File: config.mk
export PLATFORM = sky130hd
export DESIGN_NAME = mio_arbiter
export DESIGN_NICKNAME = d
export VERILOG_FILES = /design/src/rtl/mio_arbiter.sv
export SDC_FILE = /design/constraint.sdc
export NUM_CORES = 1
export LEC_CHECK = 0
export CORE_MARGIN = 5
export CORE_UTILIZATION = 41
export DETAILED_ROUTE_END_ITERATION = 10
export GPL_TIMING_DRIVEN = 0
export PLACE_DENSITY = 0.92
export SLEW_MARGIN = 20
export SYNTH_ARGS = -nofsm -noshare
export SYNTH_HDL_FRONTEND = slang
export SYNTH_SLANG_ARGS = --single-unit
File: constraint.sdc
create_clock -name clk -period 5.75 [get_ports clk]
set_input_delay 1.15 -clock clk [delete_from_list [all_inputs] [get_ports clk]]
set_output_delay 1.15 -clock clk [all_outputs]
set_load 0.02 [all_outputs]
File: src/rtl/mio_arbiter.sv
// mio_arbiter
// Two-master arbiter/sequencer for the shared memory/MIO bus. Port 0 is the
// multi-cycle CPU controller, port 1 is the DMA/peripheral engine. Accesses
// are serialised onto one registered memory handshake; an access with no
// acknowledge within TIMEOUT cycles is aborted and flagged.
//
// Ports:
//   clk, reset                 clock, asynchronous active-high reset
//   cpu_req/we/addr/wdata      CPU request (level, held until cpu_ready)
//   cpu_rdata, cpu_ready       CPU read data / MIO_ready stall (low = stall)
//   dma_req/we/addr/wdata      DMA request (level, held until dma_done)
//   dma_rdata, dma_done        DMA read data / one-cycle completion pulse
//   mem_req/we/addr/wdata      registered memory request
//   mem_rdata, mem_ack         memory read data / one-cycle completion
//   grant                      current owner (00 none, 01 CPU, 10 DMA);
//                              this is the FSM state itself
//   timeout_err, err_clr       sticky abort flag and its synchronous clear
//
// Handshake: a master raises req with stable we/addr/wdata and holds them
// until its completion (cpu_ready high with cpu_req high, or dma_done).
// Completion is signalled for exactly one cycle; a request still high in
// the cycle after completion is a new transaction.
module mio_arbiter #(
  parameter int AW      = 32,
  parameter int TIMEOUT = 16
) (
  input  logic          clk,
  input  logic          reset,
  input  logic          cpu_req,
  input  logic          cpu_we,
  input  logic [AW-1:0] cpu_addr,
  input  logic [31:0]   cpu_wdata,
  output logic [31:0]   cpu_rdata,
  output logic          cpu_ready,
  input  logic          dma_req,
  input  logic          dma_we,
  input  logic [AW-1:0] dma_addr,
  input  logic [31:0]   dma_wdata,
  output logic [31:0]   dma_rdata,
  output logic          dma_done,
  output logic          mem_req,
  output logic          mem_we,
  output logic [AW-1:0] mem_addr,
  output logic [31:0]   mem_wdata,
  input  logic [31:0]   mem_rdata,
  input  logic          mem_ack,
  output logic [1:0]    grant,
  output logic          timeout_err,
  input  logic          err_clr
);

  typedef enum logic [1:0] {
    IDLE    = 2'b00,
    CPU_ACC = 2'b01,
    DMA_ACC = 2'b10
  } state_t;

  localparam int CW = (TIMEOUT > 2) ? $clog2(TIMEOUT) : 1;
  localparam logic [CW-1:0] CNT_LAST = CW'(TIMEOUT - 1);

  state_t          state_q, state_d;
  logic [CW-1:0]   cnt_q, cnt_d;
  logic            last_dma_q, last_dma_d;
  logic            mem_req_q, mem_req_d;
  logic            mem_we_q, mem_we_d;
  logic [AW-1:0]   mem_addr_q, mem_addr_d;
  logic [31:0]     mem_wdata_q, mem_wdata_d;
  logic [31:0]     cpu_rdata_q, cpu_rdata_d;
  logic [31:0]     dma_rdata_q, dma_rdata_d;
  logic            cpu_done_q, cpu_done_d;
  logic            dma_done_q, dma_done_d;
  logic            err_q, err_d;

  logic            cpu_elig, dma_elig, pick_dma;
  logic            at_limit, finish, err_set;
  logic [31:0]     done_data;

  always_comb begin
    state_d     = state_q;
    cnt_d       = cnt_q;
    last_dma_d  = last_dma_q;
    mem_req_d   = mem_req_q;
    mem_we_d    = mem_we_q;
    mem_addr_d  = mem_addr_q;
    mem_wdata_d = mem_wdata_q;
    cpu_rdata_d = cpu_rdata_q;
    dma_rdata_d = dma_rdata_q;
    cpu_done_d  = 1'b0;
    dma_done_d  = 1'b0;
    err_set     = 1'b0;

    // A master whose done pulse is high this cycle is still holding its old
    // request; it must not be restarted until the following cycle.
    cpu_elig = cpu_req & ~cpu_done_q;
    dma_elig = dma_req & ~dma_done_q;
    // Round-robin on a tie: DMA only if the CPU is not eligible or was last.
    pick_dma = dma_elig & (~cpu_elig | ~last_dma_q);

    at_limit  = (cnt_q == CNT_LAST);
    // An ack on the limit cycle wins over the timeout.
    finish    = mem_ack | at_limit;
    done_data = mem_ack ? mem_rdata : 32'h0;

    unique case (state_q)
      IDLE: begin
        if (cpu_elig | dma_elig) begin
          state_d     = pick_dma ? DMA_ACC : CPU_ACC;
          last_dma_d  = pick_dma;
          mem_req_d   = 1'b1;
          cnt_d       = '0;
          mem_we_d    = pick_dma ? dma_we    : cpu_we;
          mem_addr_d  = pick_dma ? dma_addr  : cpu_addr;
          mem_wdata_d = pick_dma ? dma_wdata : cpu_wdata;
        end
      end
      CPU_ACC, DMA_ACC: begin
        if (finish) begin
          state_d   = IDLE;
          mem_req_d = 1'b0;
          err_set   = ~mem_ack;
          if (state_q == DMA_ACC) begin
            dma_done_d = 1'b1;
            if (!mem_we_q) dma_rdata_d = done_data;
          end else begin
            cpu_done_d = 1'b1;
            if (!mem_we_q) cpu_rdata_d = done_data;
          end
        end else begin
          cnt_d = cnt_q + CW'(1);
        end
      end
      default: begin
        state_d   = IDLE;
        mem_req_d = 1'b0;
      end
    endcase

    // A new timeout takes priority over a coincident clear.
    if (err_set)      err_d = 1'b1;
    else if (err_clr) err_d = 1'b0;
    else              err_d = err_q;
  end

  always_ff @(posedge clk or posedge reset) begin
    if (reset) begin
      state_q     <= IDLE;
      cnt_q       <= '0;
      last_dma_q  <= 1'b1;
      mem_req_q   <= 1'b0;
      mem_we_q    <= 1'b0;
      mem_addr_q  <= '0;
      mem_wdata_q <= '0;
      cpu_rdata_q <= '0;
      dma_rdata_q <= '0;
      cpu_done_q  <= 1'b0;
      dma_done_q  <= 1'b0;
      err_q       <= 1'b0;
    end else begin
      state_q     <= state_d;
      cnt_q       <= cnt_d;
      last_dma_q  <= last_dma_d;
      mem_req_q   <= mem_req_d;
      mem_we_q    <= mem_we_d;
      mem_addr_q  <= mem_addr_d;
      mem_wdata_q <= mem_wdata_d;
      cpu_rdata_q <= cpu_rdata_d;
      dma_rdata_q <= dma_rdata_d;
      cpu_done_q  <= cpu_done_d;
      dma_done_q  <= dma_done_d;
      err_q       <= err_d;
    end
  end

  assign grant       = state_q;
  assign cpu_ready   = ~cpu_req | cpu_done_q;
  assign cpu_rdata   = cpu_rdata_q;
  assign dma_rdata   = dma_rdata_q;
  assign dma_done    = dma_done_q;
  assign mem_req     = mem_req_q;
  assign mem_we      = mem_we_q;
  assign mem_addr    = mem_addr_q;
  assign mem_wdata   = mem_wdata_q;
  assign timeout_err = err_q;

endmodule

* Word level (Yosys, flattened, before mapping)
Cells that the tools add are included.
** Operators by class
- Add/sub/neg operators :: 1
- Equality and inequality tests :: 6
- Muxes and demuxes :: 24
- Bitwise gates (word level) :: 15
- Reduce and logical (&&, ||, !) cells :: 9
** Operator list (number)
- $mux W32 :: 3
- $mux W1 :: 13
- $mux W4 :: 2
- $not A1 Y1 :: 8
- $pmux W4 S2 :: 1
- $reduce_and A4 Y1 :: 2
- $mux W2 :: 3
- $ne A2 B2 Y1 const B :: 3
- $add A4 B1 Y4 const B :: 1
- $eq A4 B4 Y1 const B :: 1
- $or A1 B1 Y1 :: 4
- $pmux W2 S2 :: 1
- $reduce_and A2 Y1 :: 2
- $reduce_bool A2 Y1 :: 2
- $and A1 B1 Y1 :: 3
- $reduce_and A3 Y1 :: 1
- $eq A2 B1 Y1 const B :: 1
- $eq A2 B2 Y1 const B :: 1
- $logic_not A2 Y1 :: 1
- $pmux W1 S2 :: 1
- $reduce_or A2 Y1 :: 1
** Storage, ports and cells
- Register bits after elaboration :: 140
- Bits of input ports :: 168

* Longest topological paths before layout
- Depth after elaboration :: 8
- Depth in mapped cells :: 8
- Gate-level depth less buffers :: 6

* Worst setup path after synthesis
No wires, ideal clock.
- Path kind :: input -> output
- From :: input cpu_req
- To :: output cpu_ready
- Arrival time :: 1.397 ns
- Slack :: 3.203 ns
- Stages :: 2
- Path through :: nand2b_1 > clkbuf_2
** Between the ends
- Cells in the longest elaborated chain, start to end :: 2
** Ends and longest elaborated chain
- from (decl) :: line 29 : input logic cpu_req,
- $not A1 Y1 :: line 175 : assign cpu_ready = ~cpu_req | cpu_done_q;
- $or A1 B1 Y1 :: line 175
- to (decl) :: line 34 : output logic cpu_ready,
No other way between the ends.

* Final worst setup path
Ends and elaborated chain as after synthesis.

==> qor.yml <==
detailed_routing:
  wl_met3_mm: 2.34
  drt_iter0_drc: 425
  post_drt_via_cell_ratio: 5.30
  route.detailed.drc: 0
  drt-wirelength-per-cell_um: 19.7
  top_layer: "met4"
  drt-met1-wl_mm: 8.45
  via_count: 6159
  ant_nets: 0
  wl_met2_mm: 11.5
  drtPass1Iterations: 4
  routed_wl_mm: 22.9
placed_design:
  dp_slack_ns: 2.11
  place_area_sq_mm: 0.00935
  io_buffers: 301
  dp_hpwl_mm: 16.9
  gp_congestion: 0.859
sta:
  fin_crit_sh_pct: 63.1
  clock.fmax_mhz: 275
  setup_ws_ns: 2.12
  layout_min_cycle_time_ns: 3.63
  setup_violations: 0
  final_hold_viol_count: 0
  rsz0062_at_grt: "no"
  max_slew_margin_pct: 61.1
  tightest_slew_ns: 0.583
  skew_ns: 0.0101
  slew_violations: 0
  hold_slack_ns: 0.496
floorplanning:
  dieWidth_um: 132
  num_rows: 44
  dieArea_sq_mm: 0.0173
  core_sq_mm: 0.0145
  io_pins: 303
  initial_core_util_pct: 41.8
  die_y_um: 132
critical_path:
  crit_fanout: 7
  cp_num_buf_inv: 3
  slowest_delay_ns: 0.65
  crit_top_cell: "clkdlybuf4s50_1"
  critPathArrivalTime_ns: 2.48
  cp_top_family: "buffers and inverters"
  criticalPathCategory: "primary input to output port"
  cp-end-kind: "output port"
  cpMaxStageDelayCell: "clkdlybuf4s50_1"
  crit_required_ns: 4.60
  crit_path_start_kind: "primary input"
  crit_chain: "clkdlybuf4s50_1, nand2b_1, clkbuf_2, clkdlybuf4s50_1"
clock_network:
  clockRootBuffer: "clkbuf_16"
  cts_tree: "done"
  cts_sinks: 140
  clk_latency_ns: 0.42
  clk_pin_slew_ns: 0.06
  clk_path_buf_depth: 2
  cts_buffers: 17
  ctsHoldBuffers: 0
  cts_max_level: 4
  postCtsSetupBuffers: 0
  cts_resized: 0
synthesis:
  synth_edf_count: 0
  netlist_area_sq_mm: 0.00607
  syn_inst: 643
  yosysSeqAreaShare_pct: 57.7
  yosysWarnings: 0
  synth-seq-cells: 140
  syn_area_per_cell_sq_um: 9.44
  synth_nets: 815
  synth_top_flop_cell: "dfrtp_1"
  async_reset_ff_share_pct: 100
  ys_types: 36
grt:
  grt_pass1_vias: 6434
  antenna_found_initial: 0
  grt.overflow.total: 0
  grt_pass1_wl_mm: 35.4
  grt_max_degree: 80
  grt_use_total_pct: 26.0
cells_and_area:
  layout_commonest_cell: "clkdlybuf4s50_1"
  final_area_sq_mm: 0.00998
  drive_gt1_share_pct: 7.57
  antenna_cells: 0
  mostFrequentLayoutCells: "301 x clkdlybuf4s50_1, 139 x dfrtp_1, 134 x a21oi_1"
  area_growth_pct: 64.4
  final_nets: 1136
power_and_ir_drop:
  ir_drop_mv: 0.299
  cellPowerDensity_mw_per_mm2: 587
  power_leakage_uw: 0.00430
worst_hold_path:
  hp-class: "register to register"
outcome:
  status: "finished clean"
flow_run:
  maxCapViolCount: 0
[stage by stage]
stage	utilization [%]	setup TNS, ns	std cells	power, uW
after detailed placement	64.3	0	1129	4660
after CTS	68.7	0	1161	5880
final	68.7	0	1161	5860
after global routing	68.7	0	1161	6170
after floorplan	-	0	643	3230
after global placement	64.1	-154.67	1128	4560
[sequential cells by signal, summed over array words and instances, names as in the netlist, 2 cells and up]
signal and count:
mem_addr 32, dma_rdata 32, mem_wdata 32, grant 2
cnt_q 4, cpu_rdata 32
[routing by layer]
layer | track usage, % | up-vias
met4 | 8.97 | 0
met3 | 10.2 | 39
li1 | - | 2818
met1 | 29.4 | 2960
met2 | 44.9 | 342
met5 | 0 | -
[power breakdown]
group          internal [uW]  total, uW  leakage (uW)  switching, uW
registers               1460       1750       0.00167            286
logic                   1330       2930       0.00232           1610
clock network            741       1180      0.000304            440
total                   3530       5860       0.00430           2330
[path summary, 6_finish.rpt]
kind	cells past startpoint	to	start	slack, ns
max in group asynchronous	3	last_dma_q	reset	3.80
max	4	cpu_ready	cpu_req	2.12
max reg2reg	7	cpu_rdata[25]	grant[1]	3.56
min reg2reg	2	cpu_rdata[4]	cpu_rdata[4]	0.50
min	2	cpu_rdata[4]	cpu_rdata[4]	0.50
min in group asynchronous	2	cpu_rdata[13]	reset	1.16
[logic make-up after synthesis]
logic type	after synthesis	synth area share [%]
adders and majority gates	4	0.824
buffers and inverters	87	7.03
DFF	140	57.7
AOI/OAI and AO/OA	206	19.6
and+or+nand+nor	206	14.8
[cells in the mapped netlist, types with 2 or more instances]
master / number / area share, %
a32o_1: 4 / 0.66
inv_1: 37 / 2.3
a22o_1: 26 / 3.8
buf_6: 8 / 1.5
nand2b_1: 4 / 0.41
nor2_1: 66 / 4.1
and2_1: 3 / 0.31
nor3b_4: 2 / 0.62
o21ai_1: 2 / 0.16
nand2_1: 79 / 4.9
a21oi_1: 134 / 11
ha_1: 4 / 0.82
nor4_1: 2 / 0.21
nand3b_1: 2 / 0.25
dfrtp_1: 139 / 57
clkbuf_2: 4 / 0.33
nor2b_1: 2 / 0.21
o21ai_0: 31 / 2.6
clkbuf_1: 12 / 0.74
buf_1: 2 / 0.12
buf_4: 2 / 0.25
nand3_1: 41 / 3.4
nor3_1: 3 / 0.25
buf_2: 22 / 1.8
[worst register-to-register path, delay by kind of cell, from the launching register on]
kind / cells / cell delay (ns)
AOI/OAI and AO/OA: 1 / 0.28
buffers and inverters: 3 / 0.46
and+or+nand+nor: 2 / 0.65
adders and majority gates: 1 / 0.27
DFF: 1 / 0.41
[final cells by class]
class	count	area [sq um]
Fill cell	1056	4550
Sequential cell	140	3500
Timing Repair Buffer	302	3040
Multi-Input combinational cell	416	2140
Clock buffer	19	443
Buffer	50	288
Tap cell	184	230
Clock inverter	13	189
Inverter	37	146
Note: power is estimated with default switching activity, not from simulation.
